===== config.mk =====
export PLATFORM = sky130hd
export DESIGN_NAME = game_round_ctrl_flat
export DESIGN_NICKNAME = d
export VERILOG_FILES = /design/src/rtl/game_round_ctrl_pkg.sv /design/src/rtl/game_round_ctrl_if.sv /design/src/rtl/game_round_ctrl_frame_tick_gen.sv /design/src/rtl/game_round_ctrl.sv /design/src/flat_wrapper.sv
export SDC_FILE = /design/constraint.sdc
export NUM_CORES = 1
export LEC_CHECK = 0
export CAP_MARGIN = 20
export CORE_ASPECT_RATIO = 1.4
export CORE_MARGIN = 5
export CORE_UTILIZATION = 35
export DETAILED_ROUTE_END_ITERATION = 6
export PLACE_DENSITY = 0.61
export SLEW_MARGIN = 20
export SYNTH_ARGS = -nofsm -noshare
export SYNTH_HDL_FRONTEND = slang
export SYNTH_SLANG_ARGS = --single-unit

===== constraint.sdc =====
create_clock -name clk_25Hz -period 2.41 [get_ports clk_25Hz]
set_input_delay 0.3615 -clock clk_25Hz [delete_from_list [all_inputs] [get_ports clk_25Hz]]
set_output_delay 0.3615 -clock clk_25Hz [all_outputs]
set_load 0.01 [all_outputs]

===== src/rtl/game_round_ctrl_pkg.sv =====
// ---------------------------------------------------------------------------
// game_pkg
// Shared definitions for the round controller and the sprite pixel generator.
// Holds the game/missile state encodings, screen geometry, sprite sizes and a
// small saturating-increment helper used for the score.
// ---------------------------------------------------------------------------
package game_pkg;

  // Round-level state of the game
  typedef enum logic [1:0] {
    IDLE = 2'd0,
    PLAY = 2'd1,
    HIT  = 2'd2,
    OVER = 2'd3
  } game_state_e;

  // Missile sub-state
  typedef enum logic {
    M_IDLE = 1'b0,
    M_FLY  = 1'b1
  } missile_state_e;

  // Screen geometry
  localparam int unsigned SCREEN_W = 640;
  localparam int unsigned FRAME_V  = 480;

  // Sprite sizes and the missile's vertical offset from the dragon's top edge
  localparam int unsigned SPR_W    = 40;
  localparam int unsigned M_W      = 56;
  localparam int unsigned M_Y_OFS  = 9;

  // Right-most legal missile x position (left edge); beyond this it is off-screen
  localparam int unsigned M_X_MAX  = SCREEN_W - M_W;

  // Score counter stops at its maximum instead of wrapping
  function automatic logic [7:0] sat_inc8(input logic [7:0] v);
    return (v == 8'hFF) ? v : v + 8'd1;
  endfunction

endpackage


===== src/rtl/game_round_ctrl_if.sv =====
// ---------------------------------------------------------------------------
// game_round_ctrl_if
// Bundles the signals between the round controller and the rest of the game
// (VGA counters, buttons, dragon position, collision code, sprite controls).
//   master : the round controller (consumes counters/buttons/Event, drives
//            missile position, valid flags, score, lives, game_over)
//   slave  : the pixel generator / board side (the mirror image)
// ---------------------------------------------------------------------------
interface game_round_ctrl_if;

  logic [9:0] h_cnt;
  logic [9:0] v_cnt;
  logic       start;
  logic       fire;
  logic [9:0] d_x;
  logic [9:0] d_y;
  logic [1:0] Event;
  logic [9:0] m_x;
  logic [9:0] m_y;
  logic       m_valid;
  logic       d_valid;
  logic       r_valid;
  logic [7:0] score;
  logic [1:0] lives;
  logic       game_over;

  modport master (
    input  h_cnt, v_cnt, start, fire, d_x, d_y, Event,
    output m_x, m_y, m_valid, d_valid, r_valid, score, lives, game_over
  );

  modport slave (
    output h_cnt, v_cnt, start, fire, d_x, d_y, Event,
    input  m_x, m_y, m_valid, d_valid, r_valid, score, lives, game_over
  );

endinterface


===== src/rtl/game_round_ctrl_frame_tick_gen.sv =====
// ---------------------------------------------------------------------------
// frame_tick_gen
// Produces a single-cycle pulse once per frame, at the first pixel of the
// line where the vertical counter reaches FRAME_V (start of vertical blank).
// Ports:
//   h_cnt, v_cnt : VGA horizontal / vertical counters
//   tick         : frame tick, high for one pixel clock per frame
// ---------------------------------------------------------------------------
module frame_tick_gen
  import game_pkg::*;
(
  input  logic [9:0] h_cnt,
  input  logic [9:0] v_cnt,
  output logic       tick
);

  assign tick = (h_cnt == 10'd0) && (v_cnt == 10'(FRAME_V));

endmodule


===== src/rtl/game_round_ctrl.sv =====
// ---------------------------------------------------------------------------
// game_round_ctrl
// Sequences one round of play for the sprite pixel generator: owns the
// missile position, the dragon/robot/missile valid flags, the score and the
// lives counter. Positions and visibility only change on the frame tick or
// on a collision/button event, and every output comes straight from a flop.
// Ports:
//   clk_25Hz : pixel clock
//   rst      : asynchronous, active-low reset
//   bus      : game_round_ctrl_if.master (counters, buttons, dragon position,
//              collision code in; missile position, valid flags, score,
//              lives, game_over out)
// ---------------------------------------------------------------------------
module game_round_ctrl
  import game_pkg::*;
#(
  parameter logic [1:0]  LIVES       = 2'd3,
  parameter int unsigned MSPEED      = 4,
  parameter int unsigned HIT_FRAMES  = 64,
  parameter int unsigned RESP_FRAMES = 32,
  parameter int unsigned BLINK_SH    = 3
) (
  input  logic               clk_25Hz,
  input  logic               rst,
  game_round_ctrl_if.master  bus
);

  localparam int unsigned FRAME_W = $clog2(HIT_FRAMES + 1);
  localparam int unsigned RESP_W  = $clog2(RESP_FRAMES + 1);

  game_state_e          state_q,     state_d;
  missile_state_e       m_state_q,   m_state_d;
  logic [9:0]           m_x_q,       m_x_d;
  logic [9:0]           m_y_q,       m_y_d;
  logic                 m_valid_q,   m_valid_d;
  logic                 d_valid_q,   d_valid_d;
  logic                 r_valid_q,   r_valid_d;
  logic [7:0]           score_q,     score_d;
  logic [1:0]           lives_q,     lives_d;
  logic                 game_over_q, game_over_d;
  logic [FRAME_W-1:0]   frame_cnt_q, frame_cnt_d;
  logic [RESP_W-1:0]    resp_cnt_q,  resp_cnt_d;
  logic [1:0]           ev_q,        ev_d;

  logic                 tick;
  logic                 new_ev;
  logic [10:0]          m_x_adv;
  logic [10:0]          launch_x;
  logic                 launch_ok;
  logic [FRAME_W-1:0]   frame_inc;

  frame_tick_gen u_tick (
    .h_cnt (bus.h_cnt),
    .v_cnt (bus.v_cnt),
    .tick  (tick)
  );

  // A held collision code must only count once, so only a change to a
  // non-zero code is treated as a new event (this also catches 01 -> 11).
  assign new_ev = (bus.Event != 2'b00) && (bus.Event != ev_q);

  // Widened by one bit so positions near the right edge cannot wrap
  assign m_x_adv   = {1'b0, m_x_q} + 11'(MSPEED);
  assign launch_x  = {1'b0, bus.d_x} + 11'(SPR_W);
  assign launch_ok = (launch_x <= 11'(M_X_MAX));
  assign frame_inc = frame_cnt_q + FRAME_W'(1);

  always_comb begin
    state_d     = state_q;
    m_state_d   = m_state_q;
    m_x_d       = m_x_q;
    m_y_d       = m_y_q;
    m_valid_d   = m_valid_q;
    d_valid_d   = d_valid_q;
    r_valid_d   = r_valid_q;
    score_d     = score_q;
    lives_d     = lives_q;
    game_over_d = game_over_q;
    frame_cnt_d = frame_cnt_q;
    resp_cnt_d  = resp_cnt_q;
    ev_d        = bus.Event;

    // Robot respawn timer runs in every state while the robot is hidden
    if (!r_valid_q && tick) begin
      if (resp_cnt_q == RESP_W'(RESP_FRAMES - 1)) begin
        r_valid_d  = 1'b1;
        resp_cnt_d = '0;
      end else begin
        resp_cnt_d = resp_cnt_q + RESP_W'(1);
      end
    end

    // Missile flight; a collision below overrides this by retiring in place
    if (m_state_q == M_FLY && tick) begin
      if (m_x_adv > 11'(M_X_MAX)) begin
        m_valid_d = 1'b0;
        m_state_d = M_IDLE;
      end else begin
        m_x_d = m_x_adv[9:0];
      end
    end

    case (state_q)
      IDLE, OVER: begin
        if (bus.start) begin
          state_d     = PLAY;
          score_d     = '0;
          lives_d     = LIVES;
          d_valid_d   = 1'b1;
          r_valid_d   = 1'b1;
          m_valid_d   = 1'b0;
          m_state_d   = M_IDLE;
          m_x_d       = m_x_q;
          game_over_d = 1'b0;
          frame_cnt_d = '0;
          resp_cnt_d  = '0;
        end
      end

      PLAY: begin
        if (new_ev) begin
          m_valid_d = 1'b0;
          m_state_d = M_IDLE;
          m_x_d     = m_x_q;
          if (bus.Event[1]) begin
            if (lives_q != 2'd0) lives_d = lives_q - 2'd1;
            state_d     = HIT;
            frame_cnt_d = '0;
          end else begin
            score_d    = sat_inc8(score_q);
            r_valid_d  = 1'b0;
            resp_cnt_d = '0;
          end
        end else if (bus.fire && m_state_q == M_IDLE && launch_ok) begin
          m_x_d     = launch_x[9:0];
          m_y_d     = bus.d_y + 10'(M_Y_OFS);
          m_valid_d = 1'b1;
          m_state_d = M_FLY;
        end
      end

      HIT: begin
        if (tick) begin
          if (frame_cnt_q == FRAME_W'(HIT_FRAMES - 1)) begin
            frame_cnt_d = '0;
            if (lives_q == 2'd0) begin
              state_d     = OVER;
              d_valid_d   = 1'b0;
              game_over_d = 1'b1;
            end else begin
              state_d   = PLAY;
              d_valid_d = 1'b1;
            end
          end else begin
            frame_cnt_d = frame_inc;
            d_valid_d   = ~frame_inc[BLINK_SH];
          end
        end
      end

      default: state_d = IDLE;
    endcase
  end

  // Single register bank for both FSMs and all datapath state
  always_ff @(posedge clk_25Hz or negedge rst) begin
    if (!rst) begin
      state_q     <= IDLE;
      m_state_q   <= M_IDLE;
      m_x_q       <= '0;
      m_y_q       <= '0;
      m_valid_q   <= 1'b0;
      d_valid_q   <= 1'b1;
      r_valid_q   <= 1'b1;
      score_q     <= '0;
      lives_q     <= LIVES;
      game_over_q <= 1'b0;
      frame_cnt_q <= '0;
      resp_cnt_q  <= '0;
      ev_q        <= '0;
    end else begin
      state_q     <= state_d;
      m_state_q   <= m_state_d;
      m_x_q       <= m_x_d;
      m_y_q       <= m_y_d;
      m_valid_q   <= m_valid_d;
      d_valid_q   <= d_valid_d;
      r_valid_q   <= r_valid_d;
      score_q     <= score_d;
      lives_q     <= lives_d;
      game_over_q <= game_over_d;
      frame_cnt_q <= frame_cnt_d;
      resp_cnt_q  <= resp_cnt_d;
      ev_q        <= ev_d;
    end
  end

  assign bus.m_x       = m_x_q;
  assign bus.m_y       = m_y_q;
  assign bus.m_valid   = m_valid_q;
  assign bus.d_valid   = d_valid_q;
  assign bus.r_valid   = r_valid_q;
  assign bus.score     = score_q;
  assign bus.lives     = lives_q;
  assign bus.game_over = game_over_q;

endmodule


===== src/flat_wrapper.sv =====
// flat-port wrapper written by rule: the top's interface ports become plain ports
module game_round_ctrl_flat import game_pkg::*;
#(
  parameter logic [1:0]  LIVES       = 2'd3,
  parameter int unsigned MSPEED      = 4,
  parameter int unsigned HIT_FRAMES  = 64,
  parameter int unsigned RESP_FRAMES = 32,
  parameter int unsigned BLINK_SH    = 3
)
  (clk_25Hz, rst, bus_h_cnt, bus_v_cnt, bus_start, bus_fire, bus_d_x, bus_d_y, bus_Event, bus_m_x, bus_m_y, bus_m_valid, bus_d_valid, bus_r_valid, bus_score, bus_lives, bus_game_over);
  game_round_ctrl_if bus_i ();
  input  logic clk_25Hz;
  input  logic rst;
  input wire logic [$bits(bus_i.h_cnt)-1:0] bus_h_cnt;
  input wire logic [$bits(bus_i.v_cnt)-1:0] bus_v_cnt;
  input wire logic [$bits(bus_i.start)-1:0] bus_start;
  input wire logic [$bits(bus_i.fire)-1:0] bus_fire;
  input wire logic [$bits(bus_i.d_x)-1:0] bus_d_x;
  input wire logic [$bits(bus_i.d_y)-1:0] bus_d_y;
  input wire logic [$bits(bus_i.Event)-1:0] bus_Event;
  output wire logic [$bits(bus_i.m_x)-1:0] bus_m_x;
  output wire logic [$bits(bus_i.m_y)-1:0] bus_m_y;
  output wire logic [$bits(bus_i.m_valid)-1:0] bus_m_valid;
  output wire logic [$bits(bus_i.d_valid)-1:0] bus_d_valid;
  output wire logic [$bits(bus_i.r_valid)-1:0] bus_r_valid;
  output wire logic [$bits(bus_i.score)-1:0] bus_score;
  output wire logic [$bits(bus_i.lives)-1:0] bus_lives;
  output wire logic [$bits(bus_i.game_over)-1:0] bus_game_over;
  assign bus_i.h_cnt = bus_h_cnt;
  assign bus_i.v_cnt = bus_v_cnt;
  assign bus_i.start = bus_start;
  assign bus_i.fire = bus_fire;
  assign bus_i.d_x = bus_d_x;
  assign bus_i.d_y = bus_d_y;
  assign bus_i.Event = bus_Event;
  assign bus_m_x = bus_i.m_x;
  assign bus_m_y = bus_i.m_y;
  assign bus_m_valid = bus_i.m_valid;
  assign bus_d_valid = bus_i.d_valid;
  assign bus_r_valid = bus_i.r_valid;
  assign bus_score = bus_i.score;
  assign bus_lives = bus_i.lives;
  assign bus_game_over = bus_i.game_over;
  game_round_ctrl #(.LIVES(LIVES), .MSPEED(MSPEED), .HIT_FRAMES(HIT_FRAMES), .RESP_FRAMES(RESP_FRAMES), .BLINK_SH(BLINK_SH)) u_core (.clk_25Hz(clk_25Hz), .rst(rst), .bus(bus_i));
endmodule

* Word level (Yosys, flattened, before mapping)
Cells that the tools add are included.
** Operators by class
- $add $sub $neg :: 7
- $lt $le $gt $ge :: 2
- Equality and inequality tests :: 19
- Mux-type cells :: 63
- Bitwise logic cells :: 3
- Reductions and logical operators :: 23
** Operators by type and width (number)
- $mux W10 :: 5
- $mux W7 :: 5
- $mux W8 :: 4
- $mux W6 :: 5
- $mux W1 :: 23
- $pmux W7 S3 :: 1
- $mux W2 :: 10
- $pmux W10 S2 :: 1
- $reduce_and A5 Y1 :: 4
- $pmux W8 S2 :: 1
- $ne A2 B2 Y1 const B :: 6
- $pmux W6 S2 :: 1
- $add A10 B3 Y11 const B :: 1
- $add A10 B6 Y11 const B :: 1
- $gt A11 B10 Y1 const B :: 1
- $le A11 B10 Y1 const B :: 1
- $add A10 B4 Y10 const B :: 1
- $eq A10 B9 Y1 const B :: 1
- $logic_not A10 Y1 :: 1
- $ne A2 B1 Y1 const B :: 5
- $pmux W1 S2 :: 5
- $add A8 B1 Y8 const B :: 1
- $eq A8 B8 Y1 const B :: 1
- $reduce_bool A2 Y1 :: 4
- 18 further kinds :: 28
** Word-level totals
- Flip-flop bits (word level) :: 52
- Input port bits :: 46
- Output and inout bits :: 34
- Word-level logic and storage cells :: 130

* Longest topological paths before layout
Gate-level depths: netlist (run 1).
- Word-level depth :: 7
- Depth in mapped cells :: 9

* Cells and area by module
A second synthesis (run 1) with hierarchy kept.
** Unflattened totals
- Cell total of the unflattened synthesis :: 382
- Area total of the unflattened synthesis :: 3289.4 um^2
** Modules (own cells, without submodules)
- game_round_ctrl :: times used 1, cells each 374, area each 3235.6 um^2, seq. area each 1306.3 um^2
- frame_tick_gen :: times used 1, cells each 8, area each 53.8 um^2, seq. area each 0.0 um^2

* Worst setup path after synthesis (run 1)
No wires, ideal clock.
- Kind :: flip-flop to flip-flop
- Start point :: register u_core.state_q[0]
- End point :: register u_core.m_x_q[3], in the netlist u_core.bus.m_x[3]
- Library setup time :: 0.124 ns
- Arrival :: 2.213 ns
- Data required time :: 2.286 ns
- Setup slack :: 0.073 ns
- Stages on the path, launching flop included :: 8
- Path buffers :: 0
- Cells stage by stage :: dfrtp_1 inv_1 ha_1 and2_1 a311oi_1 nand4b_4 and2_4 a211o_1
** Between the ends
- Word-level cells in the longest chain between the ends :: 4
** RTL lines
- from (decl) :: RTL line game_round_ctrl.sv:31 : game_state_e state_q, state_d;
- from (signal assigned) :: RTL line game_round_ctrl.sv:182 : state_q <= state_d;
- $eq A2 B2 Y1 or $logic_not A2 Y1 (tied branches) :: RTL line game_round_ctrl.sv:103 : case (state_q)
- $reduce_or A2 Y1 :: RTL line game_round_ctrl.sv:103
- $ne A2 B2 Y1 (no line)
- $reduce_and A2 Y1 (no line)
- to (signal assigned) :: RTL line game_round_ctrl.sv:184 : m_x_q <= m_x_d;
- to (decl) :: RTL line game_round_ctrl.sv:33 : logic [9:0] m_x_q, m_x_d;
Several ways; a longest one is shown, not always the timed one.
A chain may end at the register's enable or synchronous reset.

* Worst setup path in the final report (run 1)
- Start point :: register u_core.m_x_q[2], in the netlist u_core.bus.m_x[2]
- End point :: register u_core.m_x_q[3], in the netlist u_core.bus.m_x[3]
** Between the ends
- Word-level cells in the longest chain between the ends :: 7
** RTL lines
- $add A10 B3 Y11 * :: RTL line game_round_ctrl.sv:63 : assign m_x_adv = {1'b0, m_x_q} + 11'(MSPEED);
- $gt A11 B10 Y1 :: RTL line game_round_ctrl.sv:95 : if (m_x_adv > 11'(M_X_MAX)) begin
- $mux W10 * :: RTL line game_round_ctrl.sv:95
- $mux W10 * :: RTL line game_round_ctrl.sv:94 : if (m_state_q == M_FLY && tick) begin
- $mux W10 :: RTL line game_round_ctrl.sv:134 : end else if (bus.fire && m_state_q == M_IDLE && launch_ok) begin
- $mux W10 :: RTL line game_round_ctrl.sv:121 : if (new_ev) begin
- $pmux W10 S2 * :: RTL line game_round_ctrl.sv:103
Every way passes the cells marked *; elsewhere a longest branch is shown, timed or not. The select of a mux whose other input is x is not followed.

==> flow_summary_export.csv, run 1 <==
group,metric,value,unit
die,die_width,91.4,µm
clock_network,cts_tree,"built",
sta,relSlewSlack,64.2,%
yosys,yosysTopAreaCell,"dfrtp_1",
min_path,hp-class,"primary input to async pin",
sta,drv_slew,0,
critical_path,reg2regPathDepth,7,
global_route,antenna_found_initial,0,
critical_path,crit_required,2.58,ns
yosys,syn-instance-count,355,
yosys,synthFlopType,"dfrtp_1",
final_layout,drive_gt1_share,16.9,%
place,port_buffers,79,
sta,fmax,431,MHz
die,std_cell_rows,41,
yosys,yosys_register_bits,52,
die,start_util,36.0,%
route,drt_iter0_markers,106,
final_layout,area_growth,45.0,%
sta,fin_crit,2.32,ns
route,drt_first_pass_iters,4,
final_layout,n_fill_cell,867,
place,place_ws,-0.290,ns
die,dieArea,0.0113,mm²
yosys,synth_fp_nets,412,
sta,rsz0062_at_grt,"no",
route,vias_per_cell,5.32,
pwr,max-vdd-ir-drop,0.526,mV
job,max_cap_viol_count,0,
clock_network,clk_pin_slew_worst_paths,0.07,ns
sta,fin_crit_sh,96.3,%
yosys,synthTopCellsByArea,"dfrtp_1, ha_1, nand2_1",
critical_path,critPathKind,"flip-flop to flip-flop",
critical_path,cp-start-kind,"flip-flop",
sta,finalSetupViolations,0,
yosys,synth.yosys.seq_area_share,40.2,%
critical_path,endpoint_kind,"flip-flop",
yosys,avgSynthCellArea,9.15,µm²
place,dp_hpwl,7050,µm
clock_network,htreeDepth,2,
route,drc,0,
status,violations,"negative hold slack",
yosys,yosys_warnings,0,
critical_path,cp_max_fo,6,
sta,worst_hold_slack,-0.00651,ns
yosys,syn_area,0.00325,mm²
global_route,grt_pass1_wl,14700,µm
final_layout,antennaDiodeCount,0,
final_layout,seqCellArea,0.00131,mm²
place,gp_congestion,0.855,
yosys,async_reset_ff_share,100,%
critical_path,worstPathArrival,2.50,ns
pwr,p_leak,0.00198,µW
global_route,grt_pass1_vias,3167,
clock_network,numCtsBuffers,5,
sta,skew,0.00511,ns
clock_network,cts_sinks,52,
sta,fin_ws,0.0892,ns
die,io_pins,80,
clock_network,cts_root_buffer,"clkbuf_16",
yosys,synth_edf_count,0,
global_route,grtUsageTotal,15.9,%
pwr,powerDensity,928,mW/mm²
final_layout,nets,541,
clock_network,insertion_delay,0.29,ns
yosys,yosys.area.top_type_share,37.0,%
yosys,ys_types,63,
route,wl_per_cell,14.9,µm
sta,worstMarginPinSlew,0.530,ns
route,vias,3148,
route,ant_nets,0,
pwr,power,4370,µW
sta,finalHoldViolCount,13,
die,die_h,124,µm
final_layout,multi_input_area,0.00188,mm²
route,wirelength,8810,µm
die,fp.coreArea,0.00903,mm²
status,outcome,"finished with violations",
clock_network,clockBufferDepth,2,
global_route,grt_max_degree,20,
global_route,grt-ovfl-total,0,
[final cells by class]
class	instances	area share [%]
clock buffers	6	2.74
clock inverters	2	0.744
inverters	16	1.28
multi-input cells	280	40.0
flip-flops and latches	52	27.8
well taps	107	2.84
repair buffers	129	24.7
[cells in the final DEF (no fill, tap or decap), types with 5 or more instances in the layout]
master and instances:
buf_4 50, and2_1 5, a21oi_1 14, o21ai_1 5
nand3_1 23, ha_1 11, xor2_1 10, clkbuf_16 5
o22ai_1 5, nand2b_1 9, nor2_1 29, dfrtp_1 48
nor4_1 8, nand2_1 34, inv_1 16, clkdlybuf4s50_1 78
xnor2_1 14, nor3_1 6, o21ai_0 18
[sequential cells by signal (all words and copies together), names as in the netlist]
name                  cells
u_core.bus.m_x           10
u_core.bus.m_y           10
u_core.bus.score          8
u_core.frame_cnt_q        7
u_core.resp_cnt_q         6
u_core.bus.lives          2
u_core.ev_q               2
u_core.state_q            2
u_core.bus.d_valid        1
u_core.bus.game_over      1
u_core.bus.m_valid        1
u_core.bus.r_valid        1
u_core.m_state_q          1
[critical path, cell delays in order, from the launching register on]
cell	delay (ns)
dfrtp_1	0.43
ha_1	0.30
and2_1	0.20
or3_1	0.35
a31oi_4	0.27
nand4b_4	0.16
and2_4	0.21
a211o_1	0.28
[path summary, 6_finish.rpt]
check / startpoint / end / slack, ns
hold / removal: rst / u_core.bus.m_y[3]$_DFFE_PN0P_ / -0.007
max in group asynchronous: rst / u_core.bus.r_valid$_DFF_PN1_ / 1.74
setup / recovery: u_core.bus.m_x[2]$_DFFE_PN0P_ / u_core.bus.m_x[3]$_DFFE_PN0P_ / 0.09
setup reg to reg: u_core.bus.m_x[2]$_DFFE_PN0P_ / u_core.bus.m_x[3]$_DFFE_PN0P_ / 0.09
min in group clk_25Hz: u_core.bus.m_y[4]$_DFFE_PN0P_ / u_core.bus.m_y[4]$_DFFE_PN0P_ / 0.48
hold reg to reg: u_core.bus.m_y[4]$_DFFE_PN0P_ / u_core.bus.m_y[4]$_DFFE_PN0P_ / 0.48
[where the power goes]
group	internal, µW	switching (µW)
combinational	1140	1090
sequential	1120	223
clock	489	307
[cell families after synthesis]
logic type	after synthesis	synth area share [%]
AO/OA/AOI/OAI	83	17.6
buffers and inverters	23	2.89
XOR/XNOR	24	6.47
adder cells (fa/ha/maj)	11	4.24
flip-flops	52	40.2
AND/OR/NAND/NOR	152	25.2
multiplexers	10	3.35
[metrics by stage]
step,std cells,hold WS (ns),utilization [%],cell area [µm²],setup TNS (ns)
floorplan,355,0.0659,-,3250,0
global placement,582,0.315,49.8,4490,-3.46
detailed placement,582,0.315,49.8,4490,-4.32
CTS,590,0.00298,51.6,4660,0
global route,592,0.0259,52.1,4710,0
finish,592,-0.00651,52.1,4710,0
[synthesized netlist by cell type (5+ instances only)]
cell type  count
nor3_1         6
ha_1          11
dfrtp_1       48
nor4_1         8
nor2_1        29
xor2_1        10
o22ai_1        5
inv_1         16
xnor2_1       14
nand3_1       23
nand2b_1       9
a211oi_1       5
nand2_1       34
a21oi_1       14
clkbuf_1       6
o21ai_0       18
and2_1         5
o21ai_1        5
[metal layers]
layer | GRT usage (%) | routed length, µm | vias to the layer above | part of all wire [%]
li1 | - | - | 1566 | -
met1 | 17.2 | 3490 | 1481 | 40
met2 | 29.8 | 4660 | 89 | 53
met3 | 3.81 | 497 | 12 | 5.6
met4 | 5.69 | 157 | 0 | 1.8
met5 | 0 | 0 | - | 0
[repair_timing]
| action | in CTS | in global routing |
|---|---|---|
| gates resized for setup | 0 | 7 |
| setup buffers | 0 | 2 |
| endpoints found under the setup margin | 0 | 15 |
| hold buffers | 0 | 0 |
(Power assumes the default switching activity.)
==> run 2: changes to the inputs <==
--- a/config.mk
+++ b/config.mk
@@ -10,8 +10,9 @@
 export CORE_MARGIN = 5
 export CORE_UTILIZATION = 35
 export DETAILED_ROUTE_END_ITERATION = 6
-export PLACE_DENSITY = 0.61
+export PLACE_DENSITY = 0.59
 export SLEW_MARGIN = 20
 export SYNTH_ARGS = -nofsm -noshare
 export SYNTH_HDL_FRONTEND = slang
+export SYNTH_HIERARCHICAL = 1
 export SYNTH_SLANG_ARGS = --single-unit
==> constraint.sdc (replaced) <==
create_clock -name clk_25Hz -period 2.7 [get_ports clk_25Hz]
set_input_delay 0.405 -clock clk_25Hz [delete_from_list [all_inputs] [get_ports clk_25Hz]]
set_output_delay 0.405 -clock clk_25Hz [all_outputs]
set_load 0.01 [all_outputs]
==> run 2 against run 1 <==
Against the previous run: the run now ends clean; register-to-register slack better by 0.03 ns; sequential share of layout area is 0.87 points higher; sequential cell count stayed put; sequential power is 11% lower; total power is 9.8% lower; routed wire length is 3.4% lower; global-route usage is 0.64 points lower; critical endpoint is now u_core/bus.m_x[9]$_DFFE_PN0P_; highest routed layer unchanged.
==> flow_summary_export.csv, run 2 <==
group,metric,value,unit
pwr,power,3940,µW
global_route,grtUsageMet1,18.0,%
clock_network,clk_pin_slew_worst_paths,0.07,ns
die,dieArea,0.0115,mm²
final_layout,design_area,0.00456,mm²
critical_path,r2r_start,"u_core/bus.m_x[2]$_DFFE_PN0P_",
final_layout,antennaDiodeCount,0,
sta,fin_ws,0.115,ns
critical_path,crit_buf_inv,1,
yosys,synthTopCellsByArea,"dfrtp_1, o21ai_0, nand2_1",
clock_network,htreeDepth,2,
critical_path,worstPathArrival,2.76,ns
place,place_inst,590,
yosys,async_reset_ff_share,100,%
place,dp_hpwl,6830,µm
global_route,grt_pass1_wl,14600,µm
sta,worst_hold_slack,0.485,ns
place,place_ws,-0.171,ns
critical_path,rrSetupSlack,0.12,ns
critical_path,r2r_end,"u_core/bus.m_x[9]$_DFFE_PN0P_",
critical_path,path_cells,"ha_1 -> and2_1 -> buf_4 -> nand3_1 -> a2bb2oi_1 -> o22a_2 -> o211ai_2 -> or3_1 -> o311a_1",
sta,skew,0.00388,ns
final_layout,fin_cells,599,
status,outcome,"finished clean",
route,vias_per_cell,5.21,
yosys,synth_common_cells,"dfrtp_1, nand2_1, nor2_1, o21ai_0, inv_1",
route,wirelength,8520,µm
yosys,ys_types,58,
global_route,grt-ovfl-total,0,
min_path,min_from,"u_core/bus.m_y[3]$_DFFE_PN0P_",
yosys,synthFlopType,"dfrtp_1",
sta,relSlewSlack,61.3,%
clock_network,cts_setup_buffers,0,
sta,drv_slew,0,
final_layout,area_growth,38.8,%
global_route,antenna_found_initial,0,
yosys,yosys_register_bits,52,
global_route,grtUsageTotal,15.2,%
final_layout,layout_commonest_cell,"clkdlybuf4s50_1",
clock_network,cts_sinks,52,
job,max_cap_viol_count,0,
clock_network,cts_root_buffer,"clkbuf_16",
critical_path,reg2regPathDepth,9,
yosys,syn-instance-count,382,
critical_path,crit_family,"compound AO/OA/AOI/OAI gates",
sta,finalHoldViolCount,0,
route,ant_nets,0,
die,start_util,35.4,%
global_route,met3_usage,2.66,%
die,die_width,91.9,µm
die,die_h,125,µm
die,std_cell_rows,42,
clock_network,cts_tree,"built",
critical_path,endpoint_kind,"flip-flop",
yosys,yosysTopAreaCell,"dfrtp_1",
route,drt_first_pass_iters,4,
route,vias,3122,
final_layout,drive_gt1_share,12.5,%
route,drc,0,
sta,fmax,387,MHz
yosys,synth.yosys.seq_area_share,39.7,%
critical_path,critPathMaxStageDelay,0.46,ns
clock_network,insertion_delay,0.29,ns
min_path,holdPathStages,2,
yosys,yosys.area.top_type_share,36.5,%
global_route,busiest_layer,"met2",
critical_path,critPathKind,"flip-flop to flip-flop",
sta,rsz0062_at_grt,"no",
place,gp_congestion,0.851,
yosys,syn_area,0.00329,mm²
final_layout,final_cell_mix,"clkdlybuf4s50_1, dfrtp_1, nand2_1",
yosys,yosys_warnings,6,
pwr,powerDensity,863,mW/mm²
final_layout,nets,545,
sta,worstMarginPinSlew,0.580,ns
die,io_pins,80,
min_path,hp-class,"flip-flop to flip-flop",
route,wl_per_cell,14.2,µm
place,placed_area,0.00440,mm²
critical_path,slowest_stage,"dfrtp_1",
global_route,grt_max_degree,27,
place,port_buffers,79,
critical_path,cp-start-kind,"flip-flop",
yosys,synth_edf_count,0,
pwr,p_leak,0.00192,µW
yosys,synth_fp_nets,439,
sta,fin_crit_sh,95.7,%
yosys,synth.most_common_cell,"dfrtp_1",
global_route,grt_pass1_vias,3194,
sta,finalSetupViolations,0,
sta,fin_crit,2.58,ns
pwr,max-vdd-ir-drop,0.394,mV
global_route,grtUsageMet2,27.2,%
clock_network,numCtsBuffers,5,
yosys,avgSynthCellArea,8.61,µm²
critical_path,crit_required,2.88,ns
route,drt_iter0_markers,107,
critical_path,cp_max_fo,6,
die,fp.coreArea,0.00930,mm²
min_path,holdPathEnd,"u_core/bus.m_y[3]$_DFFE_PN0P_",
clock_network,clockBufferDepth,2,
run 2: cell count changes in the layout (fill, tap and decap cells not counted), moves of 4 or more:
| cell | before | now |
|---|---|---|
| buf_4 | 50 | 31 |
| inv_1 | 16 | 24 |
| nand2_1 | 34 | 41 |
| nand2b_1 | 9 | 3 |
| nand3_1 | 23 | 17 |
| nand4_1 | 4 | 8 |
| nor2_1 | 29 | 37 |
| nor3_1 | 6 | 10 |
| o21ai_0 | 18 | 31 |
| or3_1 | 4 | 8 |
run 2: worst reg2reg max path: cells and delay by family, from the launching register on:
family,cells,cell delay (ns)
buffers and inverters,1,0.14
AND/OR/NAND/NOR,3,0.76
AO/OA/AOI/OAI,4,0.81
flip-flops,1,0.46
adder cells (fa/ha/maj),1,0.31
run 2: final cells by class:
class	count	area (µm²)
clock buffers	5	125
clock inverters	3	27.5
fillers	907	4740
inverters	24	90.1
multi-input cells	294	1850
flip-flops and latches	52	1310
well taps	110	138
repair buffers	111	1030
run 2: cells by family (layout without fill, tap and decap cells):
| group | count (synthesis) | after routing | synth area share (%) |
|---|---|---|---|
| fa+ha+maj | 11 | 11 | 4.18 |
| compound gates | 99 | 99 | 20.2 |
| simple gates | 152 | 152 | 22.7 |
| xor+xnor | 25 | 25 | 6.66 |
| mux | 7 | 7 | 2.32 |
| flops | 52 | 52 | 39.7 |
| buf+inv | 36 | 143 | 4.22 |
run 2: worst max-delay path by stage:
stage                                   from                             to  cells after the start
2_1_floorplan  u_core/bus.m_x[2]$_DFFE_PN0P_  u_core/bus.m_x[9]$_DFFE_PN0P_                      8
3_3_place_gp                      bus_d_x[3]  u_core/bus.m_x[4]$_DFFE_PN0P_                      9
3_5_place_dp                      bus_d_x[4]  u_core/bus.m_x[7]$_DFFE_PN0P_                      9
4_1_cts        u_core/bus.m_x[2]$_DFFE_PN0P_  u_core/bus.m_x[9]$_DFFE_PN0P_                      9
5_1_grt                           bus_d_x[3]   u_core/bus.m_valid$_DFF_PN0_                     10
6_report       u_core/bus.m_x[2]$_DFFE_PN0P_  u_core/bus.m_x[9]$_DFFE_PN0P_                      9
run 2: report_power, final:
part	leakage [µW]	total (µW)	switching (µW)	internal [µW]
Clock	0.0000719	654	302	352
Sequential	0.000664	1190	176	1010
Combinational	0.00118	2100	1080	1020
run 2: what timing repair did:
item	4_1_cts	5_1_grt
setup endpoints to repair	0	1
hold endpoints to repair	8	0
hold buffers	1	0
gates resized for setup	0	1
run 2: routing by layer:
metal | share of wire [%] | up-vias | routed length [µm]
li1 | - | 1581 | -
met1 | 42 | 1473 | 3580
met2 | 53 | 58 | 4480
met3 | 3.3 | 10 | 284
met4 | 2.0 | 0 | 174
met5 | 0 | - | 0
run 2: through the flow:
step	utilization, %	setup TNS [ns]
detailed placement	47.3	-1.12
global placement	47.3	-0.479
CTS	49.0	0
global route	49.1	0
floorplan	-	0
finish	49.1	0
